**src/rtl/mu0_pkg.sv**
```systemverilog
// mu0_pkg: shared MU0 sequencer state encoding and opcode constants.
package mu0_pkg;
  typedef enum logic [2:0] {S_IDLE, S_FETCH, S_EXEC1, S_EXEC2, S_HALT} state_t;
  localparam logic [3:0] OP_LDA = 4'b0000;
  localparam logic [3:0] OP_STA = 4'b0001;
  localparam logic [3:0] OP_ADD = 4'b0010;
  localparam logic [3:0] OP_SUB = 4'b0011;
  localparam logic [3:0] OP_JMP = 4'b0100;
  localparam logic [3:0] OP_JGE = 4'b0101;
  localparam logic [3:0] OP_JNE = 4'b0110;
  localparam logic [3:0] OP_STP = 4'b0111;
  localparam logic [3:0] OP_LDI = 4'b1000;
  localparam logic [3:0] OP_ASR = 4'b1001;
  localparam logic [3:0] STP_OPCODE = OP_STP;
endpackage

```
**src/rtl/mu0_sequencer_if.sv**
```systemverilog
// mu0_sequencer_if: sequencer control/strobe bundle; CYCLES/INSTRS exist only with MU0_SEQ_PERF_COUNTERS_EN.
interface mu0_sequencer_if #(parameter int CNT_W = 32);
  logic RUN, STEP, MEM_READY, EXTRA, SKIP_REQ;
  logic [3:0] IR_OP;
  logic FETCH, EXEC1, EXEC2, IR_EN, skipstatus, HALTED;
`ifdef MU0_SEQ_PERF_COUNTERS_EN
  logic [CNT_W-1:0] CYCLES, INSTRS;
  modport master (output RUN, STEP, MEM_READY, EXTRA, SKIP_REQ, IR_OP,
                  input FETCH, EXEC1, EXEC2, IR_EN, skipstatus, HALTED, CYCLES, INSTRS);
  modport slave (input RUN, STEP, MEM_READY, EXTRA, SKIP_REQ, IR_OP,
                 output FETCH, EXEC1, EXEC2, IR_EN, skipstatus, HALTED, CYCLES, INSTRS);
`else
  modport master (output RUN, STEP, MEM_READY, EXTRA, SKIP_REQ, IR_OP,
                  input FETCH, EXEC1, EXEC2, IR_EN, skipstatus, HALTED);
  modport slave (input RUN, STEP, MEM_READY, EXTRA, SKIP_REQ, IR_OP,
                 output FETCH, EXEC1, EXEC2, IR_EN, skipstatus, HALTED);
`endif
endinterface

```
**src/rtl/mu0_perf_counter.sv**
```systemverilog
// mu0_perf_counter: enabled counter wrapping modulo 2^W, cleared only by reset.
module mu0_perf_counter #(parameter int W = 32) (
  input  logic         clk,
  input  logic         rst_n,
  input  logic         en,
  output logic [W-1:0] cnt
);
  logic [W-1:0] cnt_q, cnt_d;
  always_comb cnt_d = en ? cnt_q + W'(1) : cnt_q;
  always_ff @(posedge clk or negedge rst_n)
    if (!rst_n) cnt_q <= '0;
    else cnt_q <= cnt_d;
  assign cnt = cnt_q;
endmodule

```
**src/rtl/mu0_sequencer.sv**
```systemverilog
// mu0_sequencer: MU0 FETCH/EXEC1/EXEC2 phase sequencer with skip, run/step/halt; MU0_SEQ_PERF_COUNTERS_EN adds CYCLES/INSTRS.
module mu0_sequencer #(
  parameter logic [3:0] STP_OPCODE = mu0_pkg::STP_OPCODE,
  parameter int         CNT_W      = 32
) (
  input logic            CLK,
  input logic            RESET_N,
  mu0_sequencer_if.slave bus
);
  import mu0_pkg::*;
  state_t state_q, state_d;
  logic step_q, step_d, skip_q, skip_d;
  logic fetch_q, fetch_d, exec1_q, exec1_d, exec2_q, exec2_d, halted_q, halted_d;
  logic stp, retire;
  always_comb begin
    stp = state_q == S_EXEC1 && bus.IR_OP == STP_OPCODE && !skip_q;
    retire = (state_q == S_EXEC1 && !stp && !bus.EXTRA) || (state_q == S_EXEC2 && bus.MEM_READY);
    state_d = state_q;
    step_d = step_q;
    case (state_q)
      S_IDLE: begin
        state_d = (bus.RUN || bus.STEP) ? S_FETCH : S_IDLE;
        step_d = !bus.RUN && bus.STEP;
      end
      S_FETCH: state_d = bus.MEM_READY ? S_EXEC1 : S_FETCH;
      S_EXEC1: state_d = stp ? S_HALT : bus.EXTRA ? S_EXEC2 : S_EXEC1;
      default: state_d = state_q;
    endcase
    // a pending step forces the boundary back to IDLE even if RUN rose meanwhile
    if (retire) begin
      state_d = (bus.RUN && !step_q) ? S_FETCH : S_IDLE;
      step_d = 1'b0;
    end
    skip_d = retire ? (!skip_q && bus.SKIP_REQ) : skip_q;
    fetch_d = state_d == S_FETCH;
    exec1_d = state_d == S_EXEC1;
    exec2_d = state_d == S_EXEC2;
    halted_d = state_d == S_IDLE || state_d == S_HALT;
  end
  always_ff @(posedge CLK or negedge RESET_N)
    if (!RESET_N) begin
      state_q <= S_IDLE;
      step_q <= 1'b0;
      skip_q <= 1'b0;
      fetch_q <= 1'b0;
      exec1_q <= 1'b0;
      exec2_q <= 1'b0;
      halted_q <= 1'b1;
    end else begin
      state_q <= state_d;
      step_q <= step_d;
      skip_q <= skip_d;
      fetch_q <= fetch_d;
      exec1_q <= exec1_d;
      exec2_q <= exec2_d;
      halted_q <= halted_d;
    end
  assign bus.FETCH = fetch_q;
  assign bus.EXEC1 = exec1_q;
  assign bus.EXEC2 = exec2_q;
  assign bus.IR_EN = fetch_q & bus.MEM_READY;
  assign bus.skipstatus = skip_q;
  assign bus.HALTED = halted_q;
`ifdef MU0_SEQ_PERF_COUNTERS_EN
  mu0_perf_counter #(.W(CNT_W)) u_cycles (.clk(CLK), .rst_n(RESET_N), .en(!halted_q), .cnt(bus.CYCLES));
  mu0_perf_counter #(.W(CNT_W)) u_instrs (.clk(CLK), .rst_n(RESET_N), .en(retire), .cnt(bus.INSTRS));
`endif
endmodule

```
**src/flat_wrapper.sv**
```systemverilog
// flat-port wrapper written by rule: the top's interface ports become plain ports
module mu0_sequencer_flat import mu0_pkg::*;
#(
  parameter logic [3:0] STP_OPCODE = mu0_pkg::STP_OPCODE,
  parameter int         CNT_W      = 32
)
  (CLK, RESET_N, bus_RUN, bus_STEP, bus_MEM_READY, bus_EXTRA, bus_SKIP_REQ, bus_IR_OP, bus_FETCH, bus_EXEC1, bus_EXEC2, bus_IR_EN, bus_skipstatus, bus_HALTED);
  mu0_sequencer_if #(.CNT_W(CNT_W)) bus_i ();
  input logic CLK;
  input logic RESET_N;
  input wire logic [$bits(bus_i.RUN)-1:0] bus_RUN;
  input wire logic [$bits(bus_i.STEP)-1:0] bus_STEP;
  input wire logic [$bits(bus_i.MEM_READY)-1:0] bus_MEM_READY;
  input wire logic [$bits(bus_i.EXTRA)-1:0] bus_EXTRA;
  input wire logic [$bits(bus_i.SKIP_REQ)-1:0] bus_SKIP_REQ;
  input wire logic [$bits(bus_i.IR_OP)-1:0] bus_IR_OP;
  output wire logic [$bits(bus_i.FETCH)-1:0] bus_FETCH;
  output wire logic [$bits(bus_i.EXEC1)-1:0] bus_EXEC1;
  output wire logic [$bits(bus_i.EXEC2)-1:0] bus_EXEC2;
  output wire logic [$bits(bus_i.IR_EN)-1:0] bus_IR_EN;
  output wire logic [$bits(bus_i.skipstatus)-1:0] bus_skipstatus;
  output wire logic [$bits(bus_i.HALTED)-1:0] bus_HALTED;
  assign bus_i.RUN = bus_RUN;
  assign bus_i.STEP = bus_STEP;
  assign bus_i.MEM_READY = bus_MEM_READY;
  assign bus_i.EXTRA = bus_EXTRA;
  assign bus_i.SKIP_REQ = bus_SKIP_REQ;
  assign bus_i.IR_OP = bus_IR_OP;
  assign bus_FETCH = bus_i.FETCH;
  assign bus_EXEC1 = bus_i.EXEC1;
  assign bus_EXEC2 = bus_i.EXEC2;
  assign bus_IR_EN = bus_i.IR_EN;
  assign bus_skipstatus = bus_i.skipstatus;
  assign bus_HALTED = bus_i.HALTED;
  mu0_sequencer #(.STP_OPCODE(STP_OPCODE), .CNT_W(CNT_W)) u_core (.CLK(CLK), .RESET_N(RESET_N), .bus(bus_i));
endmodule
```
**config.mk**
```make
export PLATFORM = sky130hd
export DESIGN_NAME = mu0_sequencer_flat
export DESIGN_NICKNAME = d
export VERILOG_FILES = /design/src/rtl/mu0_pkg.sv /design/src/rtl/mu0_sequencer_if.sv /design/src/rtl/mu0_perf_counter.sv /design/src/rtl/mu0_sequencer.sv /design/src/flat_wrapper.sv
export SDC_FILE = /design/constraint.sdc
export NUM_CORES = 1
export LEC_CHECK = 0
export ABC_AREA = 0
export CORE_UTILIZATION = 42
export CTS_BUF_LIST = sky130_fd_sc_hd__clkbuf_8
export DETAILED_ROUTE_END_ITERATION = 8
export PLACE_DENSITY = 0.73
export SYNTH_ARGS = -nofsm -noshare
export SYNTH_HDL_FRONTEND = slang
export SYNTH_SLANG_ARGS = --single-unit
```
**constraint.sdc**
```tcl
create_clock -name CLK -period 1.6 [get_ports CLK]
set_input_delay 0.16 -clock CLK [delete_from_list [all_inputs] [get_ports CLK]]
set_output_delay 0.16 -clock CLK [all_outputs]
set_load 0.02 [all_outputs]
```
Word level (Yosys, flattened, before mapping)
Cells that the tools add are included.
W data, S select, Z words.
- reduce and logical (&&, ||, !) cells: 19
- bitwise operators: 1
- equality and inequality tests: 8
- mux-type cells: 9
- operators with widths (cell ; count):
    $eq A3 B2 Y1 const B ; 4
    $pmux W3 S3 ; 1
    $logic_and A1 B1 Y1 ; 8
    $eq A3 B1 Y1 const B ; 2
    $logic_not A3 Y1 ; 2
    $mux W3 ; 2
    $logic_not A1 Y1 ; 5
    $mux W1 ; 5
    $eq A4 B3 Y1 const B ; 1
    $eq A3 B3 Y1 const B ; 1
    $logic_or A1 B1 Y1 ; 3
    $mux W2 ; 1
    $reduce_bool A2 Y1 ; 1
    $and A1 B1 Y1 ; 1
- word-level logic and storage cells: 44
- output and inout bits: 6
- input bits: 11
- bits in registers: 9

Longest topological paths before layout
- depth after elaboration: 10
- mapped depth: 5

Worst setup path before layout
Ideal clock, no wire load.
- path type: reg2reg
- from: register u_core.skip_q, in the netlist u_core.bus.skipstatus
- to: register u_core.skip_q, in the netlist u_core.bus.skipstatus
- setup slack: 0.208 ns
- data required time: 1.472 ns
- buffers on the path: 0
- arrival time: 1.265 ns
- period minus slack after synthesis: 1.392 ns
- stages on the path, launching flop included: 5
- cell sequence: dfrtp_1 nand2b_1 o21ai_2 a21boi_2 mux2_1
- word-level cells in the longest chain between the ends: 6
- elaborated cells between the ends (all ways): 7
- classes of those cells: reduce/logical: 7
- ends and longest elaborated chain (item ; line ; source):
    from (decl) ; mu0_sequencer.sv:12 ; logic step_q, step_d, skip_q, skip_d;
    from (signal assigned) ; mu0_sequencer.sv:52 ; skip_q <= skip_d;
    $logic_not A1 Y1 * ; mu0_sequencer.sv:16, mu0_sequencer.sv:34 ;
    $logic_and A1 B1 Y1 ; mu0_sequencer.sv:16 ; stp = state_q == S_EXEC1 && bus.IR_OP == STP_OPCODE && !skip_q;
    $logic_not A1 Y1 ; mu0_sequencer.sv:17 ; retire = (state_q == S_EXEC1 && !stp && !bus.EXTRA) || (state_q == S_EXEC2 && bus.MEM_READY);
    $logic_and A1 B1 Y1 (2 in series) ; mu0_sequencer.sv:17 ;
    $logic_or A1 B1 Y1 ; mu0_sequencer.sv:17 ;
Every way passes the cells marked *; elsewhere a longest branch is shown, timed or not.
A chain may end at the register's enable or synchronous reset.

Worst setup path in the final report
- from: register u_core.halted_q, in the netlist u_core.bus.HALTED
- to: output bus_HALTED
- RTL lines (item ; line ; source):
    from (decl) ; mu0_sequencer.sv:13 ; logic fetch_q, fetch_d, exec1_q, exec1_d, exec2_q, exec2_d, halted_q, halted_d;
    from (signal assigned) ; mu0_sequencer.sv:56 ; halted_q <= halted_d;
    to (decl) ; flat_wrapper.sv:22 ; output wire logic [$bits(bus_i.HALTED)-1:0] bus_HALTED;
No word-level cell between the ends.

==> implementation parameters <==
Parameter                              Value

Logic synthesis
  EDFF count, synth    0
  Number of distinct library cells after synthesis    32
  Number of standard cells after synthesis    51
  Simple-gate portion of the synthesized area    23.6%
  Share of synthesized cell area in full adder, half adder and majority cells    0%
  Synthesized cell area    546 µm²
  Combinational family with the most area after synthesis    compound AO/OA/AOI/OAI gates
  Area fraction in compound gates after synthesis    28.2%
  Sequential fraction of the synthesis area    41.5%
  Yosys reg bits    9
  Syn nets    62
  Share of flip-flops with an asynchronous set or reset    100%
  Synth warnings    0
  Post-synthesis share of cell area spent on xor and xnor gates    0%
  Average instance area after synthesis    10.7 µm²
  Dominant register cell in the synthesized netlist    dfrtp_1
  Portion of netlist area occupied by mux cells    3.90%

Floorplanning
  Initial core utilization    47.2%
  Num rows    12
  Num ports    17
  Die area    0.00145 mm²
  Die extent in y    38.0 µm
  Die Width    38.0 µm
  Core Area    0.00116 mm²

Cells and area
  Area occupied by multi-input gates    304 µm²
  Proportion of layout cells with a drive suffix above 1    22.9%
  Area growth from synthesis to final layout    39.9%
  Non-Filler Cell Area, Final    763 µm²
  Total Nets Final    82
  Diodes inserted    0
  Filler cell count in the final layout    95
  Most common cell after layout, fill and taps aside    clkdlybuf4s50_1
  Most frequent cells in the layout    15 x clkdlybuf4s50_1, 8 x dfrtp_1, 4 x nor2_1, 4 x o21ai_0
  Flip-flop and latch area    226 µm²

Timing
  Slew at the pin closest to its max-slew limit    0.442 ns
  Aggregate negative setup slack    0 ns
  Setup ws final    0.116 ns
  Layout Skew    0.00451 ns
  Max-slew violation count    0
  Final critical-path required period    1.48 ns
  Final Hold Violating Endpoints    0
  Maximum frequency from static timing analysis    0.674 GHz
  Unrepaired setup endpoints after global routing    no
  Setup violation total in the final timing report    0
  Slew HR    70.4%
  Final worst path period share    92.8%
  Post-Route Hold Slack    0.240 ns

CTS
  Clock tree sinks    9
  TritonCTS clock tree    built
  Number of buffers between clock root and the deepest sink    2
  Clock slew at reported path FFs    0.05 ns
  Number of buffers inserted during clock tree synthesis    3
  Buffers inserted during post-CTS setup optimization    0
  # H-tree levels    1
  Cell at the root of the clock tree    clkbuf_8
  Insertion delay of the later-clocked pin in the worst-skew pair    0.23 ns

Critical path
  Crit-path cells    clkdlybuf4s50_1
  Critical path's slowest cell    clkdlybuf4s50_1
  Largest fanout of any net on the critical path    1
  Bufs and invs on worst path    1
  Delay-heaviest family, CP    buffers and inverters
  Class of the most critical setup path    reg2out
  Worst path arrival time    1.32 ns
  Required time of the critical path    1.44 ns
  Longest individual stage delay on the worst path    0.59 ns
  Crit start category    register
  CP Capture Type    output port

Route
  Count of nets left with antenna violations after detail routing    0
  Detailed-route vias per instance    5.40
  Total wire length    1090 µm
  Violation count after the first detailed-routing iteration    8
  Post-route DRC    0
  Via count of the routed design    454
  Number of detailed-routing iterations run before antenna repair    3
  Routed wire per std cell    13.0 µm

Placement
  DP HPWL    851 µm
  Placer congestion estimate    0.800
  Pre-CTS worst setup slack    0.0330 ns
  Dpl cell area    716 µm²
  Number of input and output port buffers inserted    16

GRT
  Antenna violations before repair    0
  Largest net degree at the start of global routing    10
  Number of global-route vias before repair    403
  Global route overflow    0
  First-pass GRT wire length    1790 µm
  Global Route Usage Sum    19.2%

Run
  Max-cap violations    0

Run status
  Result of the run    completed

Power and ir drop
  Leak pwr    0.000354 µW
  Power Dens Cells    1720 mW/mm²
  Maximum vdd drop    0.919 mV

Min path
  Worst hold path class    in2async
-- where the power goes --
part	internal, µW	switching [µW]	total, µW
Clock	167	88.0	255
Combinational	328	292	620
Sequential	329	107	436
Total	823	487	1310
-- cells in the mapped netlist (all sizes together) (2+ instances only) --
master | n | area share, %
o21ai | 5 | 5.3
a21oi | 2 | 2.5
inv | 2 | 1.4
a21o | 3 | 4.4
a21boi | 3 | 5.5
nor2b | 3 | 3.4
nand2 | 2 | 1.4
dfrtp | 8 | 37
nor2 | 4 | 2.8
-- final timing paths --
check | start | endpoint | slack (ns) | cells after the start
max | u_core.bus.HALTED$_DFF_PN1_ | bus_HALTED | 0.12 | 1
min | RESET_N | u_core.state_q[2]$_DFF_PN0_ | 0.24 | 1
max reg2reg | u_core.state_q[1]$_DFF_PN0_ | u_core.bus.skipstatus$_DFFE_PN0P_ | 0.19 | 3
min reg2reg | u_core.step_q$_DFFE_PN0P_ | u_core.step_q$_DFFE_PN0P_ | 0.51 | 2
max in group asynchronous | RESET_N | u_core.bus.HALTED$_DFF_PN1_ | 1.02 | 1
min in group CLK | u_core.step_q$_DFFE_PN0P_ | u_core.step_q$_DFFE_PN0P_ | 0.51 | 2
-- timing repair --
item,in CTS,in global routing
hold buffers,0,0
resized for setup,0,1
endpoints found under the setup margin,0,1
-- sequential cells by signal, indices dropped and copies added (netlist names) --
| register | cells |
|---|---|
| u_core.step_q | 1 |
| u_core.bus.EXEC1 | 1 |
| u_core.state_q | 3 |
| u_core.bus.HALTED | 1 |
| u_core.bus.skipstatus | 1 |
| u_core.bus.FETCH | 1 |
| u_core.bus.EXEC2 | 1 |
-- cell families after synthesis --
group | count (synthesis)
AO/OA/AOI/OAI | 19
AND/OR/NAND/NOR | 18
flip-flops | 9
buffers and inverters | 3
multiplexers | 2
-- layer usage --
metal  up-vias  part of all wire, %  track usage (%)  wire length, µm
met2        12                   44             25.8              480
met3         0                  5.9             10.5               64
met5         -                    0                0                0
met4         0                    0             5.36                0
met1       219                   50             25.9              549
li1        223                    -                -                -
-- area by class of cell --
| type | instances | share of cell area [%] |
|---|---|---|
| multi-input cells | 39 | 39.8 |
| flip-flops and latches | 9 | 29.7 |
| repair buffers | 16 | 21.3 |
| clock buffers | 3 | 5.41 |
| well taps | 14 | 2.30 |
| inverters | 2 | 0.984 |
| clock inverters | 1 | 0.492 |
-- through the flow --
step                util [%]  std cells  total power (µW)
floorplan                  -         51               861
global placement        61.9         80              1060
detailed placement      61.9         80              1060
CTS                     65.8         84              1320
global route            66.0         84              1400
finish                  66.0         84              1310
Note: power is estimated with default switching activity, not from simulation.
